`config.mk`:
```
export PLATFORM = sky130hd
export DESIGN_NAME = jtag_dma_controller_flat
export DESIGN_NICKNAME = d
export VERILOG_FILES = /design/src/rtl/jtag_dma_controller_if.sv /design/src/rtl/jtag_dma_controller.sv /design/src/flat_wrapper.sv
export SDC_FILE = /design/constraint.sdc
export NUM_CORES = 1
export LEC_CHECK = 0
export BUFFER_PORTS_ARGS = -buffer_cell sky130_fd_sc_hd__buf_2
export CAP_MARGIN = 20
export CORE_ASPECT_RATIO = 1.1
export CORE_MARGIN = 5
export CORE_UTILIZATION = 53
export DETAILED_ROUTE_END_ITERATION = 10
export PLACE_DENSITY_LB_ADDON = 0.2
export REMOVE_ABC_BUFFERS = 1
export SLEW_MARGIN = 10
export SYNTH_ARGS = -nofsm -noshare
export SYNTH_HDL_FRONTEND = slang
export SYNTH_SLANG_ARGS = --single-unit
```
`constraint.sdc`:
```
create_clock -name system_clk -period 7.11 [get_ports system_clk]
set_input_delay 1.422 -clock system_clk [delete_from_list [all_inputs] [get_ports system_clk]]
set_output_delay 1.422 -clock system_clk [all_outputs]
set_load 0.01 [all_outputs]
```
`src/rtl/jtag_dma_controller_if.sv`:
```
// System bus signal bundle between the JTAG DMA engine (master) and the bus fabric (slave).
interface jtag_dma_controller_if;
  logic        bus_request;
  logic        bus_grant;
  logic        bus_begin_transaction;
  logic [31:0] bus_address;
  logic [7:0]  bus_burst_size;
  logic        bus_read_n_write;
  logic [3:0]  bus_byte_enables;
  logic [31:0] bus_data_out;
  logic        bus_data_valid_out;
  logic        bus_busy_in;
  logic        bus_end_transaction_out;
  logic [31:0] bus_data_in;
  logic        bus_data_valid_in;
  logic        bus_end_transaction_in;
  logic        bus_error_in;

  modport master (
    output bus_request, bus_begin_transaction, bus_address, bus_burst_size,
           bus_read_n_write, bus_byte_enables, bus_data_out, bus_data_valid_out,
           bus_end_transaction_out,
    input  bus_grant, bus_busy_in, bus_data_in, bus_data_valid_in,
           bus_end_transaction_in, bus_error_in
  );

  modport slave (
    input  bus_request, bus_begin_transaction, bus_address, bus_burst_size,
           bus_read_n_write, bus_byte_enables, bus_data_out, bus_data_valid_out,
           bus_end_transaction_out,
    output bus_grant, bus_busy_in, bus_data_in, bus_data_valid_in,
           bus_end_transaction_in, bus_error_in
  );
endinterface

```
`src/rtl/jtag_dma_controller.sv`:
```
// DMA engine behind JTAG chain 1: moves blocks of words between the
// ping-pong buffer and the system bus in bursts, reporting busy/count/error.
module jtag_dma_controller #(
  parameter int BUF_AW     = 9,
  parameter int WORD_BYTES = 4
) (
  input  logic              system_clk,
  input  logic              n_reset,
  input  logic              launch_write,
  input  logic              launch_read,
  input  logic [31:0]       dma_address,
  input  logic [3:0]        dma_byte_enable,
  input  logic [7:0]        dma_burst_size,
  input  logic [7:0]        dma_block_size,
  output logic              dma_busy,
  output logic [7:0]        dma_block_size_out,
  output logic              dma_error,
  output logic [BUF_AW-1:0] buf_address,
  output logic              buf_write_enable,
  output logic [31:0]       buf_data_in,
  input  logic [31:0]       buf_data_out,
  jtag_dma_controller_if.master bus
);

  typedef enum logic [2:0] {
    S_IDLE, S_REQUEST, S_BEGIN, S_WRITE_DATA, S_WRITE_END, S_READ_DATA, S_NEXT, S_DONE
  } state_t;

  state_t      state, state_next;
  logic [31:0] start_addr;
  logic [3:0]  byte_en;
  logic [7:0]  burst_size;
  logic        is_read;
  logic [7:0]  index;       // words completed so far, also the buffer word index
  logic [7:0]  remaining;   // words still to move
  logic [7:0]  burst_len;   // beats in the current burst
  logic [7:0]  beats;       // beats completed in the current burst

  logic        launch;
  logic        abort;
  logic [8:0]  max_beats;
  logic [7:0]  cur_len;
  logic        write_accept;
  logic        read_take;
  logic        last_write;

  assign launch       = launch_write | launch_read;
  assign abort        = (state != S_IDLE) && bus.bus_error_in;
  assign max_beats    = {1'b0, burst_size} + 9'd1;
  // remaining is at most 255, so whichever side is chosen fits in 8 bits
  assign cur_len      = ({1'b0, remaining} < max_beats) ? remaining : max_beats[7:0];
  assign write_accept = (state == S_WRITE_DATA) && !bus.bus_busy_in && !bus.bus_error_in;
  assign read_take    = (state == S_READ_DATA) && bus.bus_data_valid_in &&
                        (beats < burst_len) && !bus.bus_error_in;
  assign last_write   = write_accept && ((beats + 8'd1) == burst_len);

  // State register
  always_ff @(posedge system_clk or negedge n_reset) begin
    if (!n_reset) state <= S_IDLE;
    else          state <= state_next;
  end

  // Next-state logic; a bus error sends any active state to DONE
  always_comb begin
    state_next = state;
    if (abort && state != S_DONE) begin
      state_next = S_DONE;
    end else begin
      case (state)
        S_IDLE:       if (launch) state_next = (dma_block_size == 8'd0) ? S_DONE : S_REQUEST;
                      else        state_next = S_IDLE;
        S_REQUEST:    state_next = bus.bus_grant ? S_BEGIN : S_REQUEST;
        S_BEGIN:      state_next = is_read ? S_READ_DATA : S_WRITE_DATA;
        S_WRITE_DATA: state_next = last_write ? S_WRITE_END : S_WRITE_DATA;
        S_WRITE_END:  state_next = S_NEXT;
        S_READ_DATA:  state_next = bus.bus_end_transaction_in ? S_NEXT : S_READ_DATA;
        S_NEXT:       state_next = (remaining != 8'd0) ? S_REQUEST : S_DONE;
        S_DONE:       state_next = S_IDLE;
        default:      state_next = S_IDLE;
      endcase
    end
  end

  // Operation context, word/beat counters, sticky error and reported count
  always_ff @(posedge system_clk or negedge n_reset) begin
    if (!n_reset) begin
      start_addr         <= 32'd0;
      byte_en            <= 4'd0;
      burst_size         <= 8'd0;
      is_read            <= 1'b0;
      index              <= 8'd0;
      remaining          <= 8'd0;
      burst_len          <= 8'd0;
      beats              <= 8'd0;
      dma_error          <= 1'b0;
      dma_block_size_out <= 8'd0;
    end else begin
      if (state == S_IDLE && launch) begin
        start_addr <= dma_address;
        byte_en    <= dma_byte_enable;
        burst_size <= dma_burst_size;
        is_read    <= !launch_write;   // write wins when both pulse together
        index      <= 8'd0;
        remaining  <= dma_block_size;
        dma_error  <= 1'b0;
      end
      if (state == S_BEGIN) begin
        burst_len <= cur_len;
        beats     <= 8'd0;
      end
      if (write_accept || read_take) begin
        index     <= index + 8'd1;
        remaining <= remaining - 8'd1;
        beats     <= beats + 8'd1;
      end
      if (abort) dma_error <= 1'b1;
      if (state == S_DONE) dma_block_size_out <= index;
    end
  end

  // Output decode from state, with bus error dropping request and write valid
  always_comb begin
    dma_busy                    = (state != S_IDLE);
    buf_address                 = {BUF_AW{1'b0}};
    buf_write_enable            = 1'b0;
    buf_data_in                 = 32'd0;
    bus.bus_request             = 1'b0;
    bus.bus_begin_transaction   = 1'b0;
    bus.bus_address             = 32'd0;
    bus.bus_burst_size          = 8'd0;
    bus.bus_read_n_write        = 1'b0;
    bus.bus_byte_enables        = 4'd0;
    bus.bus_data_out            = 32'd0;
    bus.bus_data_valid_out      = 1'b0;
    bus.bus_end_transaction_out = 1'b0;
    case (state)
      S_REQUEST: bus.bus_request = 1'b1;
      S_BEGIN: begin
        bus.bus_request           = 1'b1;
        bus.bus_begin_transaction = 1'b1;
        bus.bus_address           = start_addr + (32'(index) * 32'(WORD_BYTES));
        bus.bus_burst_size        = cur_len - 8'd1;
        bus.bus_read_n_write      = is_read;
        bus.bus_byte_enables      = byte_en;
        // prefetch the first write word so it is on buf_data_out next cycle
        buf_address               = BUF_AW'(index);
      end
      S_WRITE_DATA: begin
        bus.bus_request        = 1'b1;
        bus.bus_data_out       = buf_data_out;
        bus.bus_data_valid_out = 1'b1;
        // advance the read address only when the current beat is taken
        buf_address            = BUF_AW'({1'b0, index} + {8'd0, write_accept});
      end
      S_WRITE_END: bus.bus_end_transaction_out = 1'b1;
      S_READ_DATA: begin
        bus.bus_request  = 1'b1;
        buf_address      = BUF_AW'(index);
        buf_write_enable = read_take;
        buf_data_in      = bus.bus_data_in;
      end
      default: buf_address = {BUF_AW{1'b0}};
    endcase
    if (abort) begin
      bus.bus_request        = 1'b0;
      bus.bus_data_valid_out = 1'b0;
    end else begin
      bus.bus_request        = bus.bus_request;
    end
  end

endmodule

```
`src/flat_wrapper.sv`:
```
// flat-port wrapper written by rule: the top's interface ports become plain ports
module jtag_dma_controller_flat 
#(
  parameter int BUF_AW     = 9,
  parameter int WORD_BYTES = 4
)
  (system_clk, n_reset, launch_write, launch_read, dma_address, dma_byte_enable, dma_burst_size, dma_block_size, dma_busy, dma_block_size_out, dma_error, buf_address, buf_write_enable, buf_data_in, buf_data_out, bus_bus_request, bus_bus_begin_transaction, bus_bus_address, bus_bus_burst_size, bus_bus_read_n_write, bus_bus_byte_enables, bus_bus_data_out, bus_bus_data_valid_out, bus_bus_end_transaction_out, bus_bus_grant, bus_bus_busy_in, bus_bus_data_in, bus_bus_data_valid_in, bus_bus_end_transaction_in, bus_bus_error_in);
  jtag_dma_controller_if bus_i ();
  input  logic system_clk;
  input  logic n_reset;
  input  logic launch_write;
  input  logic launch_read;
  input  logic [31:0] dma_address;
  input  logic [3:0] dma_byte_enable;
  input  logic [7:0] dma_burst_size;
  input  logic [7:0] dma_block_size;
  output logic dma_busy;
  output logic [7:0] dma_block_size_out;
  output logic dma_error;
  output logic [BUF_AW-1:0] buf_address;
  output logic buf_write_enable;
  output logic [31:0] buf_data_in;
  input  logic [31:0] buf_data_out;
  output wire logic [$bits(bus_i.bus_request)-1:0] bus_bus_request;
  output wire logic [$bits(bus_i.bus_begin_transaction)-1:0] bus_bus_begin_transaction;
  output wire logic [$bits(bus_i.bus_address)-1:0] bus_bus_address;
  output wire logic [$bits(bus_i.bus_burst_size)-1:0] bus_bus_burst_size;
  output wire logic [$bits(bus_i.bus_read_n_write)-1:0] bus_bus_read_n_write;
  output wire logic [$bits(bus_i.bus_byte_enables)-1:0] bus_bus_byte_enables;
  output wire logic [$bits(bus_i.bus_data_out)-1:0] bus_bus_data_out;
  output wire logic [$bits(bus_i.bus_data_valid_out)-1:0] bus_bus_data_valid_out;
  output wire logic [$bits(bus_i.bus_end_transaction_out)-1:0] bus_bus_end_transaction_out;
  input wire logic [$bits(bus_i.bus_grant)-1:0] bus_bus_grant;
  input wire logic [$bits(bus_i.bus_busy_in)-1:0] bus_bus_busy_in;
  input wire logic [$bits(bus_i.bus_data_in)-1:0] bus_bus_data_in;
  input wire logic [$bits(bus_i.bus_data_valid_in)-1:0] bus_bus_data_valid_in;
  input wire logic [$bits(bus_i.bus_end_transaction_in)-1:0] bus_bus_end_transaction_in;
  input wire logic [$bits(bus_i.bus_error_in)-1:0] bus_bus_error_in;
  assign bus_bus_request = bus_i.bus_request;
  assign bus_bus_begin_transaction = bus_i.bus_begin_transaction;
  assign bus_bus_address = bus_i.bus_address;
  assign bus_bus_burst_size = bus_i.bus_burst_size;
  assign bus_bus_read_n_write = bus_i.bus_read_n_write;
  assign bus_bus_byte_enables = bus_i.bus_byte_enables;
  assign bus_bus_data_out = bus_i.bus_data_out;
  assign bus_bus_data_valid_out = bus_i.bus_data_valid_out;
  assign bus_bus_end_transaction_out = bus_i.bus_end_transaction_out;
  assign bus_i.bus_grant = bus_bus_grant;
  assign bus_i.bus_busy_in = bus_bus_busy_in;
  assign bus_i.bus_data_in = bus_bus_data_in;
  assign bus_i.bus_data_valid_in = bus_bus_data_valid_in;
  assign bus_i.bus_end_transaction_in = bus_bus_end_transaction_in;
  assign bus_i.bus_error_in = bus_bus_error_in;
  jtag_dma_controller #(.BUF_AW(BUF_AW), .WORD_BYTES(WORD_BYTES)) u_core (.system_clk(system_clk), .n_reset(n_reset), .launch_write(launch_write), .launch_read(launch_read), .dma_address(dma_address), .dma_byte_enable(dma_byte_enable), .dma_burst_size(dma_burst_size), .dma_block_size(dma_block_size), .dma_busy(dma_busy), .dma_block_size_out(dma_block_size_out), .dma_error(dma_error), .buf_address(buf_address), .buf_write_enable(buf_write_enable), .buf_data_in(buf_data_in), .buf_data_out(buf_data_out), .bus(bus_i));
endmodule
```
== Yosys cells after proc, flatten, opt, wreduce, memory -nomap -nowiden ==
Index checks and enable logic that the tools add are counted.

* Output and inout port bits: 133
* Bits in writable memories: 0
* Word-level logic and storage cells: 84
* Input bits: 125
* Memories: 0
* Register bits: 89
* ROM bits: 0
* Latch bits: 0

* Shifts and indexed selects: 0
* Eq/ne operators: 9
* Multiply operators: 0
* Reductions and logical operators: 22
* Divide/modulo/power cells: 0
* Multiplexer cells: 32
* Bitwise operators: 1
* $add $sub $neg: 7
* Order comparisons: 2

{| class="wikitable"
|+ Operators by type and width
! kind !! number
|-
| $mux W32 || 3
|-
| $mux W8 || 8
|-
| $add A32 B10 Y32 || 1
|-
| $pmux W3 S8 || 1
|-
| $mux W3 || 6
|-
| $pmux W9 S2 || 1
|-
| $add A8 B1 Y8 const B || 2
|-
| $sub A8 B1 Y8 const B || 2
|-
| $eq A3 B3 Y1 const B || 4
|-
| $mux W1 || 10
|-
| $add A8 B1 Y9 || 1
|-
| $add A8 B1 Y9 const B || 1
|-
| $logic_and A1 B1 Y1 || 9
|-
| $lt A8 B9 Y1 || 1
|-
| $eq A8 B8 Y1 || 1
|-
| $logic_not A8 Y1 || 1
|-
| $lt A8 B8 Y1 || 1
|-
| $reduce_bool A8 Y1 || 1
|-
| $eq A3 B2 Y1 const B || 2
|-
| $reduce_bool A2 Y1 || 3
|-
| $mux W2 || 2
|-
| $mux W4 || 1
|-
| $reduce_or A4 Y1 || 1
|-
| $eq A3 B1 Y1 const B || 1
|-
| 7 further kinds || 9
|}

== Logic depth before layout (Yosys ltp) ==
Gate-level depths: netlist of run 1.

* Depth in word-level cells: 7
* Depth in mapped cells: 18

== Least setup slack after synthesis of run 1 ==
Ideal clock, no wire load.

* Path kind: reg2out
* Start point: register u_core.burst_size[0]
* End point: output port bus_bus_burst_size[6]
* Cell stages (with the launch flop): 18
* Slack: 2.215 ns
* Arrival time: 3.473 ns
* Buffers on the path: 1
* Required time: 5.688 ns
* Cells stage by stage: dfrtp_1 > ha_1 > and4_1 > nand2_1 > xor2_1 > ha_1 > nand3_1 > o31ai_1 > o2bb2ai_1 > buf_2 > nor2_1 > a21oi_1 > ha_1 > nand2_1 > or3b_1 > xnor2_1 > nor2_1 > a211oi_1

* Cells in the longest elaborated chain, start to end: 5

{| class="wikitable"
|+ RTL lines
! item !! line !! RTL
|-
| start: declaration || jtag_dma_controller.sv:32 || <nowiki>logic [7:0] burst_size;</nowiki>
|-
| start signal: assignment || jtag_dma_controller.sv:101 || <nowiki>burst_size <= dma_burst_size;</nowiki>
|-
| $add A8 B1 Y9 * || jtag_dma_controller.sv:49 || <nowiki>assign max_beats = {1'b0, burst_size} + 9'd1;</nowiki>
|-
| $lt A8 B9 Y1 || jtag_dma_controller.sv:51 || <nowiki>assign cur_len = ({1'b0, remaining} < max_beats) ? remaining : max_beats[7:0];</nowiki>
|-
| $mux W8 * || jtag_dma_controller.sv:51 ||
|-
| $sub A8 B1 Y8 * || jtag_dma_controller.sv:142 || <nowiki>bus.bus_burst_size = cur_len - 8'd1;</nowiki>
|-
| $mux W8 * || jtag_dma_controller.sv:136 || <nowiki>case (state)</nowiki>
|-
| end: declaration || flat_wrapper.sv:27 || <nowiki>output wire logic [$bits(bus_i.bus_burst_size)-1:0] bus_bus_burst_size;</nowiki>
|}

Mark *: on every way between the ends. The rest lies on a longest branch, timed or not.

== Final worst setup path of run 1 ==
Same ends and word-level chain as after synthesis.

==> results.toml, run 1 <==
[status]
outcome = "finished clean"

[floorplan]
dieArea_um2 = 14690
rows = 42
die_y_um = 126.6
design.core.area_um2 = 12090
die_w_um = 116.0
initial_core_util_pct = 54.21
io_pins = 258

[finish]
area_delta_synth_final_pct = 25.05
layout_commonest_cell = "buf_2"
post-route-util_pct = 67.80
final_layout_size_suffix_gt1_share_pct = 28.53
final_cell_mix = "256 x buf_2, 198 x nand2_1, 89 x dfrtp_1"
nets = 1227
design_area_um2 = 8194

[detailed_routing]
first_iter_violations = 364
vias = 6873
vias_per_cell = 5.583
drc_errors = 0
final_antenna_net_count = 0
routedWlPerCell_um = 16.55
finalWirelength_um = 20370
drt-pass1-iter-count = 5

[synthesis]
synth_cell_types = 69
yosys_most_used_dff = "dfrtp_1"
synth_seq_cells = 89
synth_edf_count = 0
postSynth.asyncResetShare_pct = 100.0
synth_cells = 849
yosys_warnings = 0
avgSynthCellArea_um2 = 7.718
syn-cell-area_um2 = 6553
ys_seq_area_share_pct = 33.99

[sta]
slew_headroom_pct = 37.97
fmax_mhz = 178.9
drv_slew = 0
fin_skew_ps = 6.865
hold_viol_final = 0
finalSetupViolCount = 0
tns_ps = 0
period_needed_ps = 5591
rsz0062_at_grt = "false"
tightest_slew_ps = 930.5
fin_crit_sh_pct = 78.64

[cts]
cts_setup_buffers = 0
cts_buffers = 9
cts_resized = 0
hold_buffers = 0
clk_path_buf_depth = 2
ctsHtreeMaxLevel = 3
cts_sinks = 89
tritoncts = "yes"
cts_root_buffer = "clkbuf_16"
clk_latency_ps = 340
clk_pin_slew_ps = 60

[placed_design]
gp_congestion = 0.9516
portBuffers = 257
hpwlAfterDp_um = 15280
dpl_cell_area_um2 = 7878

[setup_path]
path_cells = "ha_1 -> and4_1 -> nand2_1 -> xor2_1 -> ha_1 -> nand3_1 -> o31ai_1 -> o2bb2ai_1 -> buf_4 -> mux2i_1 -> ha_1 -> nand2_1 -> or3b_1 -> xnor2_1 -> nor2_1 -> a211oi_1 -> buf_2"
cp_data_required_time_ps = 5690
arrival_ps = 4170
r2r_cells = 8
startpoint = "u_core.burst_size[0]"
crit_slowest_cell = "dfrtp_1"
critPathMaxFanout = 20
end_kind = "output pin"
rrSetupSlack_ps = 3450
crit_top_cell = "ha_1"
regToRegEndpoint = "u_core.remaining[1]"
path_class = "flip-flop to output pin"
start_kind = "flip-flop"
max_stage_delay_ps = 410
rr_startpoint = "u_core.state[1]"

[worst_hold_path]
hold_path_class = "flip-flop to flip-flop"
min_to = "u_core.start_addr[0]"
hp-start = "u_core.start_addr[0]"
hold_depth = 2

[global_routing]
grt_overflow_total = 0
grt.total_usage_pct = 26.99
antenna_found_initial = 3
grt_max_degree = 81
grt_pass1_vias = 6342
grt_first_pass_wirelength_um = 31680

[pwr]
leakage_nw = 4.367
cellPowerDensity_nw_per_um2 = 406.1
vdd_drop_max_mv = 0.2008

[run]
cap_viol_max_count = 0
==> sequential cells by signal, indices dropped and copies added (netlist names), 3 cells and up <==
name and cells:
u_core.index 8, u_core.burst_size 8, u_core.byte_en 4, u_core.state 3
u_core.remaining 8, u_core.dma_block_size_out 8, u_core.burst_len 8, u_core.start_addr 32
u_core.beats 8
==> stage by stage <==
step	hold WS (ps)	setup WS (ps)	power [mW]	cells
floorplan	437.4	1660	2.235	797
global placement	452.1	1917	2.809	1213
detailed placement	459.0	1902	2.852	1213
CTS	475.2	1546	3.308	1228
global route	492.8	1189	3.617	1230
finish	470.5	1519	3.328	1231
==> logic make-up (layout without fill, tap and decap cells) <==
group	count (synthesis)	in the layout	share of synthesized area, %
AND/OR/NAND/NOR	442	442	32.90
AO/OA/AOI/OAI	156	156	15.24
flip-flops	89	89	33.99
buffers and inverters	82	309	5.041
XOR/XNOR	37	37	4.946
adder cells (fa/ha/maj)	30	30	5.843
multiplexers	13	13	2.043
other	0	1	0
==> critical path: cells and delay by family, from the launching register on <==
kind,cells,cell delay [ps]
muxes,1,270
DFF,1,410
and+or+nand+nor,6,960
AOI/OAI and AO/OA,3,590
buffers and inverters,2,410
adders and majority gates,3,710
xor gates and xnor gates,2,450
==> power breakdown <==
part	switching [mW]	total, mW	internal, mW
clock network	0.203	0.448	0.245
registers	0.311	1.05	0.734
logic	1.07	1.83	0.768
==> area by class of cell <==
type                            instances  area [µm²]
Clock buffer                           11       242.7
Timing Repair Buffer                  264        1369
Sequential cell                        89        2227
Tap cell                              154       192.7
Inverter                               30       112.6
Clock inverter                          4       28.78
Multi-Input combinational cell        678        4019
Fill cell                            1080        3892
Antenna cell                            1       2.502
==> cell usage after synthesis (5+ instances only) <==
library cell / number / area [µm²]
a211oi_1: 7 / 52.55
a21oi_1: 24 / 120.1
a22oi_1: 6 / 45.04
a31oi_1: 5 / 31.28
and2_1: 48 / 300.3
and3_1: 40 / 250.2
buf_1: 5 / 18.77
buf_2: 5 / 25.02
clkbuf_1: 37 / 138.9
dfrtp_1: 89 / 2227
ha_1: 29 / 362.9
inv_1: 30 / 112.6
mux2i_1: 10 / 100.1
nand2_1: 198 / 743.2
nand2b_1: 5 / 31.28
nand3_1: 17 / 85.08
nand4_1: 11 / 68.82
nor2_1: 58 / 217.7
nor2b_1: 6 / 37.54
nor3_1: 12 / 60.06
o211ai_1: 9 / 67.56
o21ai_0: 53 / 265.3
o22ai_1: 7 / 43.79
o31ai_1: 5 / 37.54
or2_2: 6 / 37.54
or3_1: 15 / 93.84
or4_1: 6 / 45.04
xnor2_1: 22 / 192.7
xor2_1: 15 / 131.4
==> how the worst max path moves through the flow <==
stage	to	slack [ps]	depth (start not counted)
6_report	bus_bus_burst_size[6]	1520	17
5_1_grt	buf_address[7]	1190	11
4_1_cts	bus_bus_burst_size[6]	1550	17
3_5_place_dp	buf_address[6]	1900	9
3_3_place_gp	buf_address[6]	1920	9
2_1_floorplan	bus_bus_burst_size[6]	1660	16
==> metal layers <==
layer | GRT usage [%] | part of all wire (%) | vias to the layer above
met2 | 45.68 | 48 | 317
li1 | - | - | 3358
met1 | 34.04 | 40 | 3148
met4 | 9.761 | 2.5 | 6
met5 | 0 | 0.20 | -
met3 | 5.336 | 9.5 | 44
(Power assumes the default switching activity.)
==> inputs of run 2 (changes only) <==
--- a/config.mk
+++ b/config.mk
@@ -5,11 +5,12 @@
 export SDC_FILE = /design/constraint.sdc
 export NUM_CORES = 1
 export LEC_CHECK = 0
+export ABC_AREA = 1
 export BUFFER_PORTS_ARGS = -buffer_cell sky130_fd_sc_hd__buf_2
 export CAP_MARGIN = 20
 export CORE_ASPECT_RATIO = 1.1
 export CORE_MARGIN = 5
-export CORE_UTILIZATION = 53
+export CORE_UTILIZATION = 45
 export DETAILED_ROUTE_END_ITERATION = 10
 export PLACE_DENSITY_LB_ADDON = 0.2
 export REMOVE_ABC_BUFFERS = 1
==> constraint.sdc (replaced) <==
create_clock -name system_clk -period 4.5 [get_ports system_clk]
set_input_delay 0.9 -clock system_clk [delete_from_list [all_inputs] [get_ports system_clk]]
set_output_delay 0.9 -clock system_clk [all_outputs]
set_load 0.01 [all_outputs]
==> results.toml, run 2 <==
[status]
outcome = "finished clean"

[setup_path]
start_kind = "flip-flop"
critPathMaxFanout = 7
crit_slowest_cell = "dfrtp_2"
arrival_ps = 3360
cp_data_required_time_ps = 3600
r2r_cells = 18
startpoint = "u_core.burst_size[0]"
max_stage_delay_ps = 440
path_class = "flip-flop to output pin"
end_kind = "output pin"
rr_startpoint = "u_core.burst_size[0]"
path_cells = "ha_1 -> nand3_1 -> nor2_2 -> nand2_1 -> xor2_2 -> inv_1 -> ha_1 -> nand2_1 -> inv_1 -> nand2_2 -> a21oi_1 -> nand3_2 -> nand2_4 -> nand2_1 -> nand2_2 -> ha_1 -> inv_1 -> nor2_2 -> nand3_1 -> o21ai_0 -> buf_2"

[synthesis]
synth_cell_types = 45
synth_seq_cells = 89
ys_seq_area_share_pct = 34.96
postSynth.asyncResetShare_pct = 100.0
synth_xor_area_share_pct = 2.612
synth-compound-area-share_pct = 12.53
synth_common_cells = "228 x nand2_1, 169 x inv_1, 145 x nor2_1, 89 x dfrtp_1, 72 x o21ai_0"
syn-cell-area_um2 = 6370
yosysTopAreaCell = "dfrtp_1"
muxShareOfSynthArea_pct = 0
yosysTopAreaCellShare_pct = 34.96
synth_top_family_by_area = "simple AND/OR/NAND/NOR gates"
post-synth-top-count-cell = "nand2_1"
synthAdderAreaFrac_pct = 6.011
synth_cells = 969
avgSynthCellArea_um2 = 6.574
synth_edf_count = 0
yosys_warnings = 0
ys_top_cells_by_area = "dfrtp_1 35%, nand2_1 13%, inv_1 10%"
yosys_most_used_dff = "dfrtp_1"
synth-simple-area-share_pct = 31.92

[cts]
ctsHtreeMaxLevel = 3
cts_sinks = 89
cts_root_buffer = "clkbuf_16"
tritoncts = "yes"
clk_latency_ps = 330
cts_buffers = 9
clk_path_buf_depth = 2
clk_pin_slew_ps = 60

[worst_hold_path]
hold_path_class = "flip-flop to flip-flop"
hp-start = "u_core.dma_block_size_out[7]"
hold_depth = 2

[placed_design]
hpwlAfterDp_um = 15400
dpl_cell_area_um2 = 7836
portBuffers = 257
pre_cts_slack_ps = 482.2
dpl.cell_count = 1393
gp_congestion = 0.8805

[finish]
area_delta_synth_final_pct = 28.27
layout_commonest_cell = "buf_2"
largest_reg_flops = 32
stdcell_count = 1413
nets = 1375
largest-register = "u_core.start_addr"
post-route-util_pct = 58.99
final_cell_mix = "256 x buf_2, 228 x nand2_1, 169 x inv_1"
antennaDiodeCount = 0
design_area_um2 = 8170
final_layout_size_suffix_gt1_share_pct = 25.47

[floorplan]
dieArea_um2 = 16640
io_pins = 258
initial_core_util_pct = 45.99
rows = 45
die_y_um = 134.8
design.core.area_um2 = 13850
die_w_um = 123.4

[sta]
drv_slew = 0
slew_headroom_pct = 41.64
finalSetupViolCount = 0
tightest_slew_ps = 875.4
hold_viol_final = 0
fmax_mhz = 235.0
period_needed_ps = 4256
fin_crit_sh_pct = 94.57
fin_skew_ps = 6.927
layout_setup_ws_ps = 244.3

[global_routing]
grt_overflow_total = 0
grt.total_usage_pct = 22.95
grt_first_pass_wirelength_um = 30820
antenna_found_initial = 3
grt_max_degree = 71
grt_pass1_vias = 6506

[detailed_routing]
drt-pass1-iter-count = 4
drc_errors = 0
routedWlPerCell_um = 13.94
final_antenna_net_count = 0
vias_per_cell = 4.900
finalWirelength_um = 19700
first_iter_violations = 304
vias = 6924

[pwr]
cellPowerDensity_nw_per_um2 = 616.5
sw_frac_of_total_pct = 48.00
leakage_nw = 4.750
p_switching_mw = 2.418
comb_power_share_pct = 55.5
vdd_drop_max_mv = 0.2897
power_frac_clock_pct = 14.8
seqPwrFrac_pct = 29.7
p_int_mw = 2.619
finalPower_mw = 5.037

[run]
cap_viol_max_count = 0
## run 2: logic make-up after synthesis
group,after synthesis
fa+ha+maj,30
xor+xnor,19
compound gates,147
flops,89
buf+inv,202
simple gates,482
## run 2: metrics by stage
stage,hold slack (ps),TNS (ps)
finish,481.9,0
global route,504.3,-97.83
CTS,488.0,0
detailed placement,472.3,0
global placement,462.0,0
floorplan,452.8,0
## run 2: final cells by class
class	instances	area, µm²
flip-flops and latches	89	2228
repair buffers	267	1364
multi-input cells	678	3396
fillers	1394	5680
inverters	175	656.9
well taps	188	235.2
clock inverters	3	40.04
clock buffers	13	250.2
## run 2: worst max-delay path: cells and delay by family (launching register included)
kind / cells / cell delay [ps]
flip-flops: 1 / 440
AO/OA/AOI/OAI: 2 / 260
buffers and inverters: 4 / 360
XOR/XNOR: 1 / 180
adder cells (fa/ha/maj): 3 / 680
AND/OR/NAND/NOR: 11 / 1090
## run 2: metal layers
metal | wire (µm) | vias up | global-route usage [%]
met4 | 334 | 6 | 6.092
met5 | 34 | - | 0
met3 | 1656 | 27 | 5.572
met1 | 8104 | 3114 | 28.24
li1 | - | 3544 | -
met2 | 9569 | 233 | 39.98
## run 2: path summary, 6_finish.rpt
path	endpoint	slack, ps
max	bus_bus_burst_size[4]	240
min	u_core.dma_block_size_out[7]	480
max reg2reg	u_core.burst_len[6]	1670
min reg2reg	u_core.dma_block_size_out[7]	480
max in group asynchronous	u_core.remaining[2]	2960
min in group asynchronous	u_core.byte_en[2]	670
## run 2: power by group through the flow
stage	clock network [mW]	registers, mW	logic [mW]
floorplan	0	1.43	1.90
detailed placement	0	1.50	2.73
global placement	0	1.49	2.69
global route	0.798	1.55	3.18
CTS	0.763	1.49	2.75
finish	0.746	1.50	2.79
## run 2: what timing repair did
item	in CTS	in global routing
buffers inserted	0	4
hold endpoints to repair	0	0
setup endpoints to repair	0	3
hold buffers	0	0
gates resized for setup	0	4
==> inputs of run 3 (changes only) <==
--- a/config.mk
+++ b/config.mk
@@ -13,7 +13,6 @@
 export CORE_UTILIZATION = 45
 export DETAILED_ROUTE_END_ITERATION = 10
 export PLACE_DENSITY_LB_ADDON = 0.2
-export REMOVE_ABC_BUFFERS = 1
 export SLEW_MARGIN = 10
 export SYNTH_ARGS = -nofsm -noshare
 export SYNTH_HDL_FRONTEND = slang
==> results.toml, run 3 (same netlist as run 2, synthesis figures left out) <==
[detailed_routing]
routedWlPerCell_um = 13.63
vias_per_cell = 4.856
drc_errors = 0
drt-pass1-iter-count = 5
final_antenna_net_count = 0
finalWirelength_um = 19250
vias = 6857
first_iter_violations = 273

[sta]
drv_slew = 0
period_needed_ps = 4273
fmax_mhz = 234.0
slew_headroom_pct = 42.24
fin_skew_ps = 6.294
finalSetupViolCount = 0
layout_setup_ws_ps = 227.0
hold_viol_final = 0
hold_ws_ps = 483.6
tightest_slew_ps = 866.4
fin_crit_sh_pct = 94.96

[setup_path]
crit_buf_inv = 5
start_kind = "flip-flop"
critPathMaxFanout = 6
crit_slowest_cell = "dfrtp_2"
cp.depth = 20
arrival_ps = 3370
cp_data_required_time_ps = 3600
end_kind = "output pin"
path_class = "flip-flop to output pin"
path_delay_family = "simple AND/OR/NAND/NOR gates"
path_cells = "ha_1 -> nand3_1 -> nor2_2 -> nand2_1 -> xor2_2 -> inv_1 -> ha_1 -> nand2_1 -> inv_1 -> nand2_2 -> a21oi_2 -> nand3_2 -> buf_4 -> nand3_1 -> nand2_2 -> ha_1 -> inv_1 -> nor3_1 -> o21ai_0 -> buf_2"
max_stage_delay_ps = 450
r2r_cells = 18

[cts]
cts_root_buffer = "clkbuf_16"
cts_buffers = 9
clk_path_buf_depth = 2
cts_sinks = 89
tritoncts = "yes"
clk_latency_ps = 350
clk_pin_slew_ps = 70
ctsHtreeMaxLevel = 3

[global_routing]
grt_overflow_total = 0
top_usage_layer = "met2"
grt.total_usage_pct = 22.78
met1_usage_pct = 27.47
grt_max_degree = 71
grt_first_pass_wirelength_um = 30530
antenna_found_initial = 1
grt_pass1_vias = 6481
use_met3_pct = 4.441
use_met2_pct = 39.89

[finish]
layout_commonest_cell = "buf_2"
largest_reg_flops = 32
largest-register = "u_core.start_addr"
antennaDiodeCount = 0
final_layout_size_suffix_gt1_share_pct = 25.65
nets = 1374
area_delta_synth_final_pct = 27.95
final_cell_mix = "256 x buf_2, 228 x nand2_1, 169 x inv_1"

[pwr]
vdd_drop_max_mv = 0.2796
leakage_nw = 4.737
cellPowerDensity_nw_per_um2 = 612.7

[floorplan]
design.core.area_um2 = 13850
die_w_um = 123.4
io_pins = 258
dieArea_um2 = 16640
initial_core_util_pct = 45.99
die_y_um = 134.8
rows = 45

[placed_design]
portBuffers = 257
gp_congestion = 0.9244
hpwlAfterDp_um = 15040
pre_cts_slack_ps = 433.2

[status]
outcome = "finished clean"

[synthesis]
syn_nets = 1124

[worst_hold_path]
hold_path_class = "flip-flop to flip-flop"
hold_depth = 2

[run]
cap_viol_max_count = 0
==> run 3: cell type report <==
cell class	instances	area (µm²)
clock buffers	11	242.7
fillers	1364	5700
flip-flops and latches	89	2228
inverters	175	656.9
repair buffers	266	1356
well taps	188	235.2
multi-input cells	678	3400
clock inverters	5	31.28
==> run 3: worst register-to-register path: cells and delay by family, from the launching register on <==
kind | cells | cell delay (ps)
adders and majority gates | 2 | 500
DFF | 1 | 450
and+or+nand+nor | 10 | 1110
AOI/OAI and AO/OA | 2 | 240
xor gates and xnor gates | 1 | 190
buffers and inverters | 3 | 260
==> run 3: path summary, 6_finish.rpt <==
path / from / to / slack (ps)
max: u_core.burst_size[0] / bus_bus_burst_size[4] / 230
min: u_core.dma_block_size_out[2] / u_core.dma_block_size_out[2] / 480
max reg2reg: u_core.burst_size[0] / u_core.burst_len[6] / 1640
min reg2reg: u_core.dma_block_size_out[2] / u_core.dma_block_size_out[2] / 480
max in group asynchronous: n_reset / u_core.start_addr[31] / 2980
min in group asynchronous: n_reset / u_core.dma_block_size_out[5] / 650
==> run 3: timing repair <==
item                       4_1_cts  5_1_grt
gates resized for setup          0        5
hold buffers                     0        0
setup buffers                    0        3
setup endpoints to repair        0        5
==> run 3: metal layers <==
metal	vias up	routed length (µm)
li1	3550	-
met2	240	9406
met3	30	1524
met1	3035	7847
met4	2	461
met5	-	13
==> run 3: power by group <==
part / switching (mW) / internal (mW)
Combinational: 1.77 / 1.02
Sequential: 0.344 / 1.15
Clock: 0.323 / 0.388
Total: 2.44 / 2.56
==> run 3: stage by stage <==
step	total power, mW	instance area (µm²)	setup TNS [ps]	instances	utilization (%)
2_1_floorplan	3.366	6370	0	969	-
3_3_place_gp	4.177	7836	0	1393	56.58
3_5_place_dp	4.225	7836	0	1393	56.58
4_1_cts	4.959	8110	0	1409	58.55
5_1_grt	5.495	8150	-105.8	1412	58.84
6_report	4.994	8150	0	1412	58.84
